===== src/rtl/mtpsa_digest_extract.sv =====
// mtpsa_digest_extract
//   Splits the switch-wrapper output into a packet stream and a digest stream.
//   The first beat of every packet (SOP) is classified: metadata bit 32 drops
//   the whole packet, metadata bit 40 requests that the 256-bit digest carried
//   in tuser[303:48] be queued for the CPU path. Forwarded beats go through a
//   one-entry output register; digests go through a small FIFO that discards
//   new digests on overflow instead of stalling the packet path.
//
// Ports
//   axis_aclk, axis_reset   clock, asynchronous active-high reset
//   s_axis_*                packet input (tuser = {digest, metadata[47:0]})
//   m_axis_*                packet output (tuser = {zeros, metadata[47:0]})
//   dig_tdata/tvalid/tready digest stream, FIFO head
//   pkt_cnt                 forwarded packets
//   drop_cnt                dropped packets
//   dig_ovf_cnt             digests discarded because the FIFO was full
module mtpsa_digest_extract #(
    parameter int C_AXIS_DATA_WIDTH    = 256,
    parameter int C_S_AXIS_TUSER_WIDTH = 304,
    parameter int C_M_AXIS_TUSER_WIDTH = 128,
    parameter int DIGEST_WIDTH         = 256,
    parameter int DIG_FIFO_DEPTH       = 4
) (
    input  logic                              axis_aclk,
    input  logic                              axis_reset,
    input  logic [C_AXIS_DATA_WIDTH-1:0]      s_axis_tdata,
    input  logic [C_AXIS_DATA_WIDTH/8-1:0]    s_axis_tkeep,
    input  logic [C_S_AXIS_TUSER_WIDTH-1:0]   s_axis_tuser,
    input  logic                              s_axis_tvalid,
    input  logic                              s_axis_tlast,
    output logic                              s_axis_tready,
    output logic [C_AXIS_DATA_WIDTH-1:0]      m_axis_tdata,
    output logic [C_AXIS_DATA_WIDTH/8-1:0]    m_axis_tkeep,
    output logic [C_M_AXIS_TUSER_WIDTH-1:0]   m_axis_tuser,
    output logic                              m_axis_tvalid,
    output logic                              m_axis_tlast,
    input  logic                              m_axis_tready,
    output logic [DIGEST_WIDTH-1:0]           dig_tdata,
    output logic                              dig_tvalid,
    input  logic                              dig_tready,
    output logic [31:0]                       pkt_cnt,
    output logic [31:0]                       drop_cnt,
    output logic [31:0]                       dig_ovf_cnt
);

    localparam int META_W   = 48;
    localparam int DROP_BIT = 32;
    localparam int DIG_BIT  = 40;
    localparam int AW       = (DIG_FIFO_DEPTH > 1) ? $clog2(DIG_FIFO_DEPTH) : 1;

    typedef enum logic [1:0] {SOP, FWD, DROP} state_t;

    state_t state_q, state_d;

    logic                            mv_q;
    logic [C_AXIS_DATA_WIDTH-1:0]    mdata_q;
    logic [C_AXIS_DATA_WIDTH/8-1:0]  mkeep_q;
    logic [C_M_AXIS_TUSER_WIDTH-1:0] muser_q, muser_d;
    logic                            mlast_q;

    logic [DIGEST_WIDTH-1:0] mem_q [DIG_FIFO_DEPTH];
    logic [AW-1:0]           wr_ptr_q, rd_ptr_q;
    logic [AW:0]             cnt_q, cnt_d;

    logic [31:0] pkt_cnt_q, drop_cnt_q, ovf_cnt_q;

    logic in_sop, sop_drop, accept, fwd_beat;
    logic push, pop, full, empty, push_ok, ovf;

    // Drop classification looks at the beat currently presented so that a
    // dropped SOP beat is accepted even while the output register is stalled.
    assign in_sop   = (state_q == SOP);
    assign sop_drop = in_sop & s_axis_tuser[DROP_BIT];

    assign s_axis_tready = ~axis_reset &
                           ((state_q == DROP) | sop_drop | ~mv_q | m_axis_tready);
    assign accept   = s_axis_tvalid & s_axis_tready;
    assign fwd_beat = accept & ((state_q == FWD) | (in_sop & ~s_axis_tuser[DROP_BIT]));

    // Packet FSM
    always_comb begin
        state_d = state_q;
        if (accept) begin
            if (s_axis_tlast)
                state_d = SOP;
            else if (in_sop)
                state_d = s_axis_tuser[DROP_BIT] ? DROP : FWD;
        end
    end

    always_ff @(posedge axis_aclk or posedge axis_reset) begin
        if (axis_reset) state_q <= SOP;
        else            state_q <= state_d;
    end

    // Output register: load on a forwarded beat, otherwise drain when taken.
    always_comb begin
        muser_d = '0;
        muser_d[META_W-1:0] = s_axis_tuser[META_W-1:0];
    end

    always_ff @(posedge axis_aclk or posedge axis_reset) begin
        if (axis_reset) begin
            mv_q    <= 1'b0;
            mdata_q <= '0;
            mkeep_q <= '0;
            muser_q <= '0;
            mlast_q <= 1'b0;
        end else if (fwd_beat) begin
            mv_q    <= 1'b1;
            mdata_q <= s_axis_tdata;
            mkeep_q <= s_axis_tkeep;
            muser_q <= muser_d;
            mlast_q <= s_axis_tlast;
        end else if (m_axis_tready) begin
            mv_q    <= 1'b0;
        end
    end

    assign m_axis_tvalid = mv_q;
    assign m_axis_tdata  = mdata_q;
    assign m_axis_tkeep  = mkeep_q;
    assign m_axis_tuser  = muser_q;
    assign m_axis_tlast  = mlast_q;

    // Digest FIFO. A pop in the same cycle frees the slot for a push to a
    // full FIFO, so overflow only counts when nothing leaves.
    assign empty   = (cnt_q == '0);
    assign full    = (cnt_q == (AW+1)'(DIG_FIFO_DEPTH));
    assign pop     = ~empty & dig_tready;
    assign push    = accept & in_sop & s_axis_tuser[DIG_BIT];
    assign push_ok = push & (~full | pop);
    assign ovf     = push & full & ~pop;

    always_comb begin
        cnt_d = cnt_q;
        if (push_ok & ~pop)
            cnt_d = cnt_q + (AW+1)'(1);
        else if (pop & ~push_ok)
            cnt_d = cnt_q - (AW+1)'(1);
    end

    always_ff @(posedge axis_aclk or posedge axis_reset) begin
        if (axis_reset) begin
            for (int i = 0; i < DIG_FIFO_DEPTH; i++) mem_q[i] <= '0;
        end else if (push_ok) begin
            mem_q[wr_ptr_q] <= s_axis_tuser[META_W +: DIGEST_WIDTH];
        end
    end

    always_ff @(posedge axis_aclk or posedge axis_reset) begin
        if (axis_reset) begin
            wr_ptr_q <= '0;
            rd_ptr_q <= '0;
            cnt_q    <= '0;
        end else begin
            cnt_q <= cnt_d;
            if (push_ok)
                wr_ptr_q <= (wr_ptr_q == AW'(DIG_FIFO_DEPTH-1)) ? '0 : wr_ptr_q + AW'(1);
            if (pop)
                rd_ptr_q <= (rd_ptr_q == AW'(DIG_FIFO_DEPTH-1)) ? '0 : rd_ptr_q + AW'(1);
        end
    end

    assign dig_tdata  = mem_q[rd_ptr_q];
    assign dig_tvalid = ~empty;

    // Statistics
    always_ff @(posedge axis_aclk or posedge axis_reset) begin
        if (axis_reset) begin
            pkt_cnt_q  <= '0;
            drop_cnt_q <= '0;
            ovf_cnt_q  <= '0;
        end else begin
            if (accept & in_sop & ~s_axis_tuser[DROP_BIT]) pkt_cnt_q  <= pkt_cnt_q + 32'd1;
            if (accept & sop_drop)                         drop_cnt_q <= drop_cnt_q + 32'd1;
            if (ovf)                                       ovf_cnt_q  <= ovf_cnt_q + 32'd1;
        end
    end

    assign pkt_cnt     = pkt_cnt_q;
    assign drop_cnt    = drop_cnt_q;
    assign dig_ovf_cnt = ovf_cnt_q;

endmodule


===== config.mk =====
export PLATFORM = sky130hd
export DESIGN_NAME = mtpsa_digest_extract
export DESIGN_NICKNAME = d
export VERILOG_FILES = /design/src/rtl/mtpsa_digest_extract.sv
export SDC_FILE = /design/constraint.sdc
export NUM_CORES = 2
export LEC_CHECK = 0
export BUFFER_PORTS_ARGS = -buffer_cell sky130_fd_sc_hd__buf_2
export CAP_MARGIN = 25
export CORE_AREA = 3 3 535 537
export DETAILED_ROUTE_END_ITERATION = 10
export DIE_AREA = 0 0 538 540
export PLACE_DENSITY = 0.5
export SLEW_MARGIN = 25
export SYNTH_ARGS = -nofsm -noshare
export SYNTH_HDL_FRONTEND = slang
export SYNTH_SLANG_ARGS = --single-unit
export TNS_END_PERCENT = 30

===== constraint.sdc =====
create_clock -name axis_aclk -period 97.8 [get_ports axis_aclk]
set_clock_uncertainty 0.05 [all_clocks]
set_input_delay 9.78 -clock axis_aclk [delete_from_list [all_inputs] [get_ports axis_aclk]]
set_output_delay 9.78 -clock axis_aclk [all_outputs]
set_load 0.02 [all_outputs]

; Yosys cells after proc, flatten, opt, wreduce, memory -nomap -nowiden
; Index checks and enable logic that the tools add are counted.
[word_totals]
register_bits = 1467
[op_classes]
n_reduce_logical = 7
n_mux = 15
bitwise_logic = 29
n_addsub = 7
order_cmp = 3
eq_ne = 5
[op_table]
columns = operator, count
row1 = 1024-bit bitwise mux, 1
row2 = 256-bit 2-to-1 mux, 3
row3 = 256-bit binary-select mux with 2-bit select, 1
row4 = 256-bit demux with 2-bit select, 1
row5 = 32-bit by 1-bit adder with 32-bit output (second input constant), 3
row6 = 1-bit bitwise AND, 15
row7 = 2-bit 2-to-1 mux, 5
row8 = 1-bit NOT, 7
row9 = 2-bit equality test (second input constant), 3
row10 = 3-bit greater-or-equal comparator (second input constant), 2
row11 = 3-bit 2-to-1 mux, 2
row12 = 2-bit NOT with 3-bit output, 2
row13 = 2-bit nonzero test, 3
row14 = 1-bit bitwise OR, 5
row15 = 2-bit by 1-bit adder with 2-bit output (second input constant), 2
row16 = 3-bit by 1-bit adder with 3-bit output (second input constant), 1
row17 = 3-bit equality test (second input constant), 1
row18 = 3-bit zero test, 1
row19 = 3-bit by 1-bit less-than comparator with 1-bit output (second input constant), 1
row20 = 3-bit by 1-bit subtractor with 3-bit output (second input constant), 1
row21 = 2-bit by 1-bit equality test with 1-bit output (second input constant), 1
row22 = 2-bit zero test, 1
row23 = 1-bit 2-to-1 mux, 2
row24 = 2-bit AND reduction, 1
row25 = 1-bit logical AND, 1

; Logic depth before layout (Yosys ltp)
[logic_depth]
ltp_word = 14
ltp_mapped = 11
mapped_depth_nobuf = 9

; Least setup slack after synthesis
; Ideal clock, no wire load.
[synth_timing]
path_type = input to output
startpoint = in s_axis_tuser[32]
endpoint = out s_axis_tready
t_arrival_ps = 10565
slack_ps = 77405
n_path_buf = 1
cell_stages = 3
path_cell_list = buf_2 o21bai_1 a21oi_1
[synth_between]
elab_chain_len = 5
[synth_lines]
columns = element, line
row1 = from (decl), 28  ; input logic [C_S_AXIS_TUSER_WIDTH-1:0] s_axis_tuser,
row2 = 1-bit bitwise AND, 73  ; assign sop_drop = in_sop & s_axis_tuser[DROP_BIT];
row3 = 1-bit bitwise OR (3 in series), 76  ; ((state_q == DROP) | sop_drop | ~mv_q | m_axis_tready);
row4 = 1-bit bitwise AND, 75  ; assign s_axis_tready = ~axis_reset &
row5 = to (decl), 31  ; output logic s_axis_tready,
; Every way passes these cells.

; Final worst setup path
[layout_timing]
startpoint = in m_axis_tready
endpoint = out s_axis_tready
[layout_between]
elab_chain_len = 2
[layout_lines]
columns = element, line
row1 = from (decl), 37  ; input logic m_axis_tready,
row2 = 1-bit bitwise OR, 76
row3 = 1-bit bitwise AND, 75
; Every way passes these cells.

==> impl_metrics.ini <==
[outcome]
outcome = completed

[drt]
wl_per_cell_um = 27.4
first_pass_iters = 5
vias_per_cell = 4.27
drc = 0
vias = 38500
ant_nets = 0
totalWireLength_mm = 246
drt_iter0_drc = 2187

[cells_and_area]
drive_gt1_share_pct = 44.5
fin_cells = 9004
fill_cells = 29000
layout.nets = 5618
area_growth_pct = 25.4
final_common_cell = dfrtp_1
mostFrequentLayoutCells = dfrtp_1 (1465), buf_2 (1289), mux2_1 (960)

[clocking]
h-tree-depth = 4
post_cts_buffers = 0
cts.sinks = 1467
numCtsBuffers = 175
holdBufCountCts = 0
cts_root_buf = clkbuf_16
clk_pin_slew_ns = 0.06
cts_tree = done
clkLatencyLatePin_ns = 0.80
clk_path_buf_depth = 4
cts_resized = 0

[place]
dp_hpwl_mm = 186
dp_cells = 8575
portBuffers = 1289
place_ws_ns = 76.93
place_congestion = 0.949

[critical_path]
crit_chain = buf_2 > nor2b_1 > a21oi_1 > buf_2
path_delay_family = simple AND/OR/NAND/NOR gates
crit_slowest_cell = nor2b_1
worstPathArrival_ns = 11.03
max_stage_delay_ns = 0.51
startpoint_type = primary input
cp-end-kind = primary output
worstPathRequired_ns = 87.97
crit_top_cell = buf_2
worstPathMaxFanout = 7
path_class = in -> out
crit_buf_inv = 2

[yosys]
synth_edf_count = 0
synth-seq-cells = 1467
ys_types = 43
synth.mux.area_fraction_pct = 33.9
yosysTopAreaCell = dfrtp_1
synth_flop_cell = dfrtp_1
synth_top_area_share_pct = 58.9
synth_seq_area_share_pct = 58.9
synth_area_leaders = dfrtp_1 (59%), mux2_1 (17%), mux4_2 (9.3%), mux2_2 (7.3%), buf_6 (2.0%)
synth_area_um2 = 62300
synth_top_family_by_area = multiplexers
synth_area_per_cell_um2 = 16.8
yosys.area_share.adder_pct = 0.213
netlist_instances = 3713
synth_compound_gate_area_share_pct = 0.151
synth_xor_area_share_pct = 1.35
synthSimpleGateAreaFrac_pct = 1.70
synthArstFlopShare_pct = 100
ys_warn_count = 0

[timing]
maxSlewViolCount = 0
fin_setup_tns_ns = 0
worstMarginPinSlew_ns = 1.17
fin_crit_sh_pct = 21.3
post-route-min-period_ns = 20.86
hold_violations = 0
rsz0062_at_grt = no
worst_slack_ns = 76.94
slew_headroom_pct = 21.9
setup_viol_count_final = 0
max_freq_ghz = 0.0479

[floorplanning]
num_rows = 195
core_um2 = 282000
ios = 1370
fp.dieW_um = 538
dieArea_um2 = 291000
start_util_pct = 22.1
die_y_um = 540

[global_routing]
overflow = 0
antenna_found_initial = 177
grt_usage_pct = 16.5
grt_pass1_vias = 41100
grt_pass1_wl_mm = 340
grt_max_degree = 190

[power]
p_per_area_nw_per_um2 = 33.8
power.leakage_nw = 36.9
total_power_mw = 2.64
vdd_drop_max_mv = 0.0214

[hold_path]
hp-class = reg -> reg

[job]
maxCapViolCount = 0
cell families (layout without fill, tap and decap cells):
group / Yosys count / in the layout
AND/OR/NAND/NOR: 202 / 202
XOR/XNOR: 96 / 96
adder cells (fa/ha/maj): 10 / 10
AO/OA/AOI/OAI: 12 / 12
buffers and inverters: 304 / 1655
flip-flops: 1467 / 1467
multiplexers: 1621 / 1621
other: 1 / 198
layer usage:
| metal | global-route usage [%] | share of wire, % |
|---|---|---|
| met5 | 0 | 0.063 |
| met4 | 7.04 | 5.7 |
| met3 | 5.19 | 8.0 |
| met2 | 29.0 | 50 |
| met1 | 18.2 | 36 |
synth_stat cells (2+ instances only):
cell type and number:
nor2_1 32, mux4_2 256, mux2_1 960, ha_1 9, nor2b_1 2, or2_2 2, buf_1 36, xnor2_1 54
nor3_1 22, and2_1 2, inv_1 12, nor4_1 5, or3_1 3, buf_2 39, nand2_4 4, dfrtp_1 1467
xor2_1 42, and4_1 3, nand2_1 44, mux2_2 405, nand3_1 28, nand4_1 32, a21oi_1 3, and3_1 17
clkbuf_1 28, buf_4 80, buf_6 109, o21ai_0 2
power breakdown:
group          switching, mW  internal (mW)
logic                  0.574          0.406
registers              0.136          0.855
clock network          0.273          0.393
total                  0.984           1.65
final cells by class:
class / count / area (µm²) / area share, %
Timing Repair Buffer: 1333 / 6930 / 8.87
Multi-Input combinational cell: 2021 / 23600 / 30.2
Tap cell: 3743 / 4680 / 5.99
Clock inverter: 56 / 689 / 0.882
Inverter: 12 / 57.6 / 0.0737
Antenna cell: 118 / 295 / 0.378
Clock buffer: 254 / 5150 / 6.59
Sequential cell: 1467 / 36700 / 47.0
flip-flops by register name (all words and copies together) (netlist names):
register	cells
cnt_q	3
drop_cnt	32
rd_ptr_q	2
m_axis_tvalid	1
m_axis_tdata	256
m_axis_tlast	1
pkt_cnt	32
m_axis_tuser	48
dig_ovf_cnt	32
m_axis_tkeep	32
state_q	2
wr_ptr_q	2
mem_q	1024
stage by stage:
step | utilization (%) | area, µm² | hold WS, ns
after floorplan | - | 62600 | 0.397
after global placement | 25.5 | 71900 | 0.407
after detailed placement | 25.5 | 72000 | 0.401
after CTS | 27.6 | 77800 | 0.412
after global routing | 27.7 | 78000 | 0.438
final | 27.7 | 78100 | 0.411
worst paths after layout:
kind                            cells after the start                       endpoint  slack (ns)               startpoint
worst max register to register                      7         mem_q[324]$_DFFE_PP0P_       92.64   state_q[1]$_DFFE_PP0P_
worst max-delay path                                4                  s_axis_tready       76.94            m_axis_tready
max in group asynchronous                           8         mem_q[154]$_DFFE_PP0P_       83.28               axis_reset
worst min register to register                      1        pkt_cnt[31]$_DFFE_PP0P_        0.41  pkt_cnt[31]$_DFFE_PP0P_
min in group asynchronous                           2  m_axis_tdata[200]$_DFFE_PP0P_        9.08               axis_reset
worst min-delay path                                1        pkt_cnt[31]$_DFFE_PP0P_        0.41  pkt_cnt[31]$_DFFE_PP0P_
(Power assumes the default switching activity.)
